**src/rtl/cnt_ctrl_pkg.sv**
```systemverilog
// cnt_ctrl_pkg: state encoding and default sizing for the counter controller
package cnt_ctrl_pkg;
    typedef enum logic [1:0] {
        IDLE = 2'b00,
        LOAD = 2'b01,
        RUN  = 2'b10,
        DONE = 2'b11
    } state_t;
    localparam int DEF_WIDTH = 3;
    localparam int DEF_DIV   = 50000000;
endpackage

```
**src/rtl/cnt_ctrl_edge_sync.sv**
```systemverilog
// edge_sync: 2-flop synchronizer followed by a rising-edge detector
module edge_sync (
    input  logic clk,
    input  logic rst,
    input  logic d,
    output logic pulse
);
    logic s1, s2, s3;
    // shift the raw level through two sync flops and one history flop
    always_ff @(posedge clk or posedge rst)
        if (rst) {s1, s2, s3} <= 3'b000;
        else     {s1, s2, s3} <= {d, s1, s2};
    assign pulse = s2 & ~s3;
endmodule

```
**src/rtl/cnt_ctrl.sv**
```systemverilog
// cnt_ctrl: load/run/done controller for an external counter; CNT_CTRL_AUTORELOAD_EN makes a terminal count reload and continue
module cnt_ctrl
    import cnt_ctrl_pkg::*;
#(
    parameter int WIDTH = DEF_WIDTH,
    parameter int DIV   = DEF_DIV
) (
    input  logic             clk,
    input  logic             rst,
    input  logic             start,
    input  logic             stop,
    input  logic [WIDTH-1:0] start_val,
    input  logic [WIDTH-1:0] term_val,
    input  logic [WIDTH-1:0] count,
    output logic             le,
    output logic [WIDTH-1:0] load_data,
    output logic             cnt_en,
    output logic             busy,
    output logic             done,
    output logic [1:0]       state
);
    localparam int PW = $clog2(DIV);
    localparam logic [PW-1:0] PRE_MAX = PW'(DIV - 1);
    state_t cur, nxt, term_st;
    logic [PW-1:0] pre, pre_nxt;
    logic start_p, stop_p;
    edge_sync u_start (.clk(clk), .rst(rst), .d(start), .pulse(start_p));
    edge_sync u_stop  (.clk(clk), .rst(rst), .d(stop),  .pulse(stop_p));
`ifdef CNT_CTRL_AUTORELOAD_EN
    // a zero-length loop would reload forever, so it finishes instead
    assign term_st = (start_val == term_val) ? DONE : LOAD;
`else
    assign term_st = DONE;
`endif
    // state and prescaler registers
    always_ff @(posedge clk or posedge rst)
        if (rst) begin
            cur <= IDLE;
            pre <= '0;
        end else begin
            cur <= nxt;
            pre <= pre_nxt;
        end
    // next state, prescaler and one-cycle strobes; stop always outranks start
    always_comb begin
        nxt     = cur;
        pre_nxt = pre;
        le      = 1'b0;
        cnt_en  = 1'b0;
        case (cur)
            IDLE: nxt = (start_p && !stop_p) ? LOAD : IDLE;
            LOAD: begin
                le      = 1'b1;
                pre_nxt = '0;
                nxt     = stop_p ? IDLE : RUN;
            end
            RUN:
                if (stop_p) nxt = IDLE;
                else if (count == term_val) nxt = term_st;
                else if (pre == PRE_MAX) begin
                    cnt_en  = 1'b1;
                    pre_nxt = '0;
                end else pre_nxt = pre + 1'b1;
            DONE: nxt = stop_p ? IDLE : (start_p ? LOAD : DONE);
            default: nxt = IDLE;
        endcase
    end
    assign load_data = start_val;
    assign busy      = (cur == LOAD) || (cur == RUN);
    assign done      = (cur == DONE);
    assign state     = cur;
endmodule

```
**config.mk**
```make
export PLATFORM = sky130hd
export DESIGN_NAME = cnt_ctrl
export DESIGN_NICKNAME = d
export VERILOG_FILES = /design/src/rtl/cnt_ctrl_pkg.sv /design/src/rtl/cnt_ctrl_edge_sync.sv /design/src/rtl/cnt_ctrl.sv
export SDC_FILE = /design/constraint.sdc
export NUM_CORES = 1
export LEC_CHECK = 0
export BUFFER_PORTS_ARGS = -buffer_cell sky130_fd_sc_hd__buf_4
export CAP_MARGIN = 15
export CORE_MARGIN = 2
export CORE_UTILIZATION = 47
export CTS_CLUSTER_DIAMETER = 40
export DETAILED_ROUTE_END_ITERATION = 7
export GPL_TIMING_DRIVEN = 0
export PLACE_DENSITY_LB_ADDON = 0.1
export SLEW_MARGIN = 25
export SYNTH_ARGS = -nofsm -noshare
export SYNTH_HDL_FRONTEND = slang
export SYNTH_SLANG_ARGS = --single-unit
```
**constraint.sdc**
```tcl
create_clock -name clk -period 2.1 [get_ports clk]
set_clock_uncertainty 0.05 [all_clocks]
set_input_delay 0.315 -clock clk [delete_from_list [all_inputs] [get_ports clk]]
set_output_delay 0.315 -clock clk [all_outputs]
set_load 0.005 [all_outputs]
```
[Yosys cells after proc, flatten, opt, wreduce, memory -nomap -nowiden]
Cells that the tools add are included.
Word-level totals
  memory bits (writable): 0
  memories: 0
  output and inout port bits: 9
  register bits after elaboration: 34
  input bits: 13
  latch bits: 0
  memory bits (read-only): 0
Operators by class
  multiplexer cells: 16
  equality and inequality tests: 8
  magnitude comparators: 0
  $mul: 0
  div/mod/pow operators: 0
  shifts and indexed selects: 0
  reductions and logical operators: 6
  bitwise gates (word level): 4
  $add $sub $neg: 1
Operators with widths (count)
  two-way mux 26 bit: 3
  one-hot mux 26 bit (2 select lines): 1
  adder 26 x 1 -> 26 bit, second input constant: 1
  equality test 26 bit, second input constant: 1
  two-way mux 2 bit: 5
  one-hot mux 2 bit (4 select lines): 1
  two-way mux 1 bit: 6
  equality test 2 bit, second input constant: 2
  != test 2 bit, second input constant: 2
  equality test 3 bit: 1
  != test 3 bit, second input constant: 1
  AND reduction 3 bit: 1
  bitwise AND 1 bit: 2
  equality test 2 x 1 -> 1 bit, second input constant: 1
  logical NOT 2 bit: 1
  NOT 1 bit: 2
  nonzero test 2 bit: 1
  logical AND 1 bit: 1
  logical NOT 1 bit: 1
  logical OR 1 bit: 1

[Depth between registers and ports, before layout]
Gate-level depths: netlist of run 1.
  word-level depth: 6
  mapped depth: 9
  mapped depth without buffers: 7

[Cells and area by module]
A second synthesis of run 1 with hierarchy kept.
Unflattened totals
  cell total of the unflattened synthesis: 204
  area total of the unflattened synthesis: 1946.9 µm²
By module, submodules not included
  cnt_ctrl: times used 1, sequential area each 700.7 µm², cells an instance 194, area an instance 1761.7 µm²
  edge_sync: times used 2, sequential area each 75.1 µm², cells an instance 5, area an instance 92.6 µm²

[Least setup slack after synthesis of run 1]
Ideal clock, no wire load.
  path kind: register to register
  start point: reg cur[0] (netlist: state[0])
  end point: reg pre[14]
  path buffers: 1
  setup time: 0.068 ns
  data required time: 1.982 ns
  stages on the path, launching flop included: 9
  slack: 0.092 ns
  arrival: 1.890 ns
  path through: dfrtp_1 -> inv_1 -> ha_1 -> inv_1 -> a311oi_2 -> buf_2 -> nor2_2 -> o41ai_1 -> a22o_1
Between the ends
  word-level cells in the longest chain between the ends: 3
  elaborated cells between the ends (all ways): 7
Ends and longest elaborated chain
  start: declaration: line cnt_ctrl.sv:24  | state_t cur, nxt, term_st;
  start signal: assignment: line cnt_ctrl.sv:41  | cur <= nxt;
  equality test 2 bit / equality test 2 x 1 -> 1 bit (equally long branches): line cnt_ctrl.sv:50  | case (cur)
  != test 2 bit (no source line) / nonzero test 2 bit (equally long branches)
  AND reduction 3 bit (no source line)
  end signal: assignment: line cnt_ctrl.sv:42  | pre <= pre_nxt;
  end: declaration: line cnt_ctrl.sv:25  | logic [PW-1:0] pre, pre_nxt;
Several ways; a longest one is shown, not always the timed one.
A chain may end at the register's enable or synchronous reset.

[Worst setup path in the final report of run 1]
  start point: reg cur[0] (netlist: state[0])
  end point: out cnt_en
Between the ends
  word-level cells in the longest chain between the ends: 2
Ends and longest elaborated chain
  equality test 2 bit: line cnt_ctrl.sv:50
  two-way mux 1 bit: line cnt_ctrl.sv:50
  end: declaration: line cnt_ctrl.sv:17  | output logic cnt_en,
Every way passes these cells.

==> results of run 1 <==
## metrics by stage
stage | area (µm²) | power (W) | hold slack (ns)
floorplan | 1950 | 0.00108 | 0.281
global placement | 2150 | 0.00125 | 0.282
detailed placement | 2150 | 0.00127 | 0.292
CTS | 2340 | 0.00189 | 0.0769
global route | 2480 | 0.00204 | 0.0704
finish | 2480 | 0.00194 | 0.0878
## routing by layer
layer	up-vias	track usage
met3	10	0.0510
met5	-	0
met1	872	0.311
met2	49	0.351
li1	823	-
met4	0	0.0975
## flip-flops by register name, summed over array words and instances (netlist names)
register    cells
u_start.s2      1
u_start.s1      1
state           2
u_start.s3      1
u_stop.s3       1
pre            26
u_stop.s2       1
u_stop.s1       1
## cell type report
cell class              instances  area [µm²]  share of cell area
multi-input cells             143        1090               0.439
flip-flops and latches         34         852               0.344
repair buffers                 35         264               0.107
clock buffers                   6        82.6              0.0334
plain buffers                   8        75.1              0.0303
well taps                      50        62.6              0.0253
inverters                      10        40.0              0.0162
clock inverters                 2        12.5             0.00505
## report_power, final
| group | switching, W | internal [W] | total (W) |
|---|---|---|---|
| Combinational | 0.000402 | 0.000300 | 0.000703 |
| Sequential | 0.0000326 | 0.000691 | 0.000723 |
| Clock | 0.000249 | 0.000263 | 0.000512 |
## cells by family (layout without fill, tap and decap cells)
logic type | Yosys count | in the layout
muxes | 1 | 1
DFF | 34 | 34
and+or+nand+nor | 74 | 74
AOI/OAI and AO/OA | 55 | 55
xor gates and xnor gates | 7 | 7
adders and majority gates | 6 | 6
buffers and inverters | 19 | 61
## path summary, 6_finish.rpt
check                                      end  cells after the start
setup / recovery                        cnt_en                      7
hold / removal             u_stop.s1$_DFF_PP0_                      1
setup reg to reg           pre[22]$_DFFE_PP0P_                      6
hold reg to reg            u_stop.s2$_DFF_PP0_                      0
max in group asynchronous   pre[0]$_DFFE_PP0P_                      2
min in group asynchronous  pre[20]$_DFFE_PP0P_                      2
## what timing repair did
item / 4_1_cts / 5_1_grt
endpoints found under the setup margin: 27 / 16
pin swaps: 3 / 7
hold buffers: 0 / 0
cloned: 0 / 1
setup buffers: 6 / 10
resized for setup: 15 / 11
## layout by cell type (no fill, tap or decap), types with 2 or more instances in the layout
cell type,synthesis,final
nand4_1,7,7
o21ai_0,10,10
nor3_1,6,6
a21oi_1,14,11
nor4b_1,2,2
a31oi_1,8,8
clkbuf_8,0,6
nand3_1,8,8
o21ai_2,2,2
buf_6,2,5
or4_1,4,4
xnor2_1,4,4
inv_1,10,7
o2111ai_1,3,2
o41ai_1,3,3
buf_4,3,37
a21o_1,2,2
dfrtp_1,34,33
nor2_1,9,9
nor2b_1,3,2
and3_1,4,3
a22o_1,4,4
nand2_1,7,7
xor2_1,3,3
nand2b_1,6,6
inv_2,0,2
a21oi_2,1,4
nand3_4,1,2
o31ai_1,3,3
nand3b_1,2,2
ha_1,6,5
==> flow_metrics.tcl, run 1 <==
set metrics [dict create \
    min_path_type "input port to register" \
    utilization 0.619 \
    synth_top_family_by_area "simple AND/OR/NAND/NOR gates" \
    synth_area_leaders "dfrtp_1, ha_1, a21oi_1" \
    synth_compound_area_frac 0.189 \
    ir_drop_mv 0.432 \
    htreeDepth 2 \
    drc 0 \
    cpMostUsedCell "buf_6" \
    met1_length_mm 2.24 \
    viasPerCell 6.09 \
    synth_ff_type "dfrtp_1" \
    end_kind "output pin" \
    violations "negative setup slack" \
    post-route-period-util 1.01 \
    dr.pass1.iters 4 \
    synth_seq_cells 34 \
    slowest_stage "dfrtp_1" \
    final_cells 288 \
    die_w_um 68.4 \
    port_buffers 18 \
    detail_route.iter0.violations 115 \
    r2r_setup_slack_ns 0.04 \
    wl_met2_mm 2.40 \
    syn_area_um2 1950 \
    cpPeakStageDelay_ns 0.40 \
    ys_async_sr_fraction 1.00 \
    synth.most_common_cell "dfrtp_1" \
    worst_slew_pin_slew_ns 0.716 \
    syn_nets 215 \
    timing.rr.start "pre[1]$_DFFE_PP0P_" \
    yosysTopAreaCell "dfrtp_1" \
    timing.final.ws_setup_ns -0.0237 \
    status "finished, violations left" \
    startpoint_type "register" \
    synth_top_area_share 0.436 \
    ant_nets 0 \
    worstSkewPairLatency_ns 0.29 \
    critPathMaxFanout 4 \
    netlist_instances 196 \
    clk_transition_reported_paths_ns 0.07 \
    wl_per_cell_um 17.2 \
    path_cells "inv_2 -> ha_4 -> inv_4 -> a311oi_4 -> buf_6 -> and3_4 -> buf_6" \
    coreArea_um2 4000 \
    clock-sinks 34 \
    synth_fa_ha_area_frac 0.0385 \
    p_per_area_nw_per_um2 783 \
    rows 23 \
    yosysSeqAreaShare 0.436 \
    nets 256 \
    grt_pass1_wl_mm 7.85 \
    rsz0062_at_grt "true" \
    clk_path_buf_depth 2 \
    dpl_worst_slack_ns -0.265 \
    grt_pass1_vias 1604 \
    ys.warnings.count 0 \
    max_freq_ghz 0.471 \
    wl_met3_um 248 \
    drive_gt1_frac 0.340 \
    die_h_um 68.4 \
    grt_antenna_before_repair 0 \
    slew_violations 0 \
    grt_remaining_overflow 0 \
    vias 1754 \
    critPathTopFamily "flip-flops" \
    diodes 0 \
    start_util 0.488 \
    track_usage 0.229 \
    synth_xor_area_frac 0.0314 \
    max_cap_violations 0 \
    synth_cell_types 50 \
    grt_max_degree 35 \
    yosys.area_share.simple 0.247 \
    nFillCells 336 \
    crit_arrival_ns 1.76 \
    hpwl_mm 3.12 \
    finalCriticalPeriod_ns 2.12 \
    path_buf_inv 4 \
    syn_to_final_growth_pct 26.9 \
    worstHoldStart "stop" \
    gp_congestion 0.862 \
    cts_tree "yes" \
    setup_viol 1 \
    cts_root_buf "clkbuf_8" \
    place_inst 264 \
    wl_mm 4.95 \
    top_layer "met4" \
    dieArea_um2 4680 \
    fin_setup_tns_ns -0.0237 \
    required_ns 1.74 \
    crit_type "register to output pin" \
    critPathLaunch "state[0]$_DFFE_PP0P_" \
    p_leak_nw 1.05 \
    io_pins 22 \
    netlist_top_cells_count "dfrtp_1, a21oi_1, inv_1, o21ai_0, nor2_1" \
    relSlewSlack 0.522 \
    synth_edf_count 0 \
    hold_viol 0 \
    cts_buffers 5 \
    muxShareOfSynthArea 0.00577 \
    syn_avg_cell_area_um2 9.95 \
]
Power figures use the tool's default switching activity.
==> run 2: changes to the inputs <==
--- a/config.mk
+++ b/config.mk
@@ -8,7 +8,7 @@
 export BUFFER_PORTS_ARGS = -buffer_cell sky130_fd_sc_hd__buf_4
 export CAP_MARGIN = 15
 export CORE_MARGIN = 2
-export CORE_UTILIZATION = 47
+export CORE_UTILIZATION = 40
 export CTS_CLUSTER_DIAMETER = 40
 export DETAILED_ROUTE_END_ITERATION = 7
 export GPL_TIMING_DRIVEN = 0
==> flow_metrics.tcl, run 2 (synthesis gave the netlist of run 1 again) <==
set metrics [dict create \
    grt_pass1_wl_mm 8.13 \
    rows 25 \
    coreArea_um2 4720 \
    ff_latch_area_um2 853 \
    clk_transition_reported_paths_ns 0.07 \
    ant_nets 0 \
    ir_drop_mv 0.384 \
    crit_type "register to register" \
    cts_tree "yes" \
    track_usage 0.196 \
    hold_viol 0 \
    start_util 0.413 \
    max_freq_ghz 0.488 \
    diodes 0 \
    required_ns 2.22 \
    port_buffers 18 \
    p_leak_nw 1.07 \
    status "complete, no violations" \
    drive_gt1_frac 0.343 \
    critPathMaxFanout 5 \
    viasPerCell 5.73 \
    detail_route.iter0.violations 75 \
    die_h_um 73.8 \
    multi_input_area_um2 1090 \
    finalCriticalPeriod_ns 2.05 \
    max_cap_violations 0 \
    p_per_area_nw_per_um2 860 \
    grt_pass1_vias 1724 \
    gp_congestion 0.815 \
    worst_slew_pin_slew_ns 0.712 \
    finalPower_w 0.00219 \
    min_path_type "input port to register" \
    relSlewSlack 0.525 \
    io_pins 22 \
    timing.final.ws_setup_ns 0.0495 \
    setup_viol 0 \
    final_cell_mix "buf_4, dfrtp_1, a21oi_1" \
    largest_register "pre" \
    end_kind "register" \
    cts_buffers 5 \
    clk_path_buf_depth 2 \
    holdWs_ns 0.0853 \
    crit_arrival_ns 2.17 \
    clock-sinks 34 \
    cts_root_buf "clkbuf_8" \
    dpl_worst_slack_ns -0.318 \
    dr.pass1.iters 4 \
    r2r_setup_slack_ns 0.05 \
    rsz0062_at_grt "true" \
    r2r_cells 6 \
    die_w_um 73.8 \
    fin_area_um2 2540 \
    grt_antenna_before_repair 0 \
    timing.rr.start "pre[1]$_DFFE_PP0P_" \
    nFillCells 424 \
    post-route-period-util 0.976 \
    wl_mm 4.82 \
    post_dp_cell_area_um2 2170 \
    drc 0 \
    htreeDepth 2 \
    fin_setup_tns_ns 0 \
    timing.rr.end "pre[22]$_DFFE_PP0P_" \
    syn_to_final_growth_pct 30.4 \
    grt_remaining_overflow 0 \
    vias 1736 \
    final_common_cell "buf_4" \
    grt_max_degree 35 \
    largest_reg_flops 26 \
    hpwl_mm 3.25 \
    dieArea_um2 5450 \
    wl_per_cell_um 15.9 \
    worstSkewPairLatency_ns 0.29 \
    nets 254 \
    critPathLaunch "pre[1]$_DFFE_PP0P_" \
    slew_violations 0 \
    startpoint_type "register" \
    cp-endpoint "pre[22]$_DFFE_PP0P_" \
]
run 2: timing repair:
action                                  in CTS  in global routing
resized for setup                           17                 13
endpoints found under the hold margin        0                  0
pin swaps                                    3                  7
buffers inserted                            10                  5
hold buffers                                 0                  0
endpoints found under the setup margin      27                 17
run 2: layer usage:
metal	routed length, µm	vias up	GRT usage
met2	2290	45	0.305
met3	247	6	0.0370
met1	2220	874	0.269
met4	53	0	0.0788
li1	-	811	-
met5	0	-	0
run 2: stage by stage:
stage	std cells	util
floorplan	196	-
global placement	281	0.459
detailed placement	281	0.459
CTS	299	0.521
global route	303	0.539
finish	303	0.539
run 2: worst min path at each step:
stage	from	to	depth (start not counted)
6_report	stop	u_stop.s1$_DFF_PP0_	1
5_1_grt	start	u_start.s1$_DFF_PP0_	1
4_1_cts	stop	u_stop.s1$_DFF_PP0_	1
3_5_place_dp	u_start.s1$_DFF_PP0_	u_start.s2$_DFF_PP0_	0
3_3_place_gp	u_start.s1$_DFF_PP0_	u_start.s2$_DFF_PP0_	0
2_1_floorplan	u_start.s1$_DFF_PP0_	u_start.s2$_DFF_PP0_	0
run 2: worst max-delay path: stages (launching register included):
cell,delay [ns]
dfrtp_1,0.39
ha_2,0.21
nand3_4,0.11
or3_4,0.42
or4_4,0.54
a21oi_2,0.17
o21ai_2,0.06
run 2: report_power, final:
part / switching, W / internal (W) / total (W)
Clock: 0.000246 / 0.000506 / 0.000753
Combinational: 0.000402 / 0.000312 / 0.000715
Sequential: 0.0000302 / 0.000691 / 0.000721
run 2: final cells by class:
class / count / area share
Buffer: 8 / 0.0310
Timing Repair Buffer: 33 / 0.0989
Multi-Input combinational cell: 143 / 0.430
Clock buffer: 6 / 0.0325
Sequential cell: 34 / 0.335
Tap cell: 67 / 0.0330
Clock inverter: 2 / 0.0236
Inverter: 10 / 0.0157
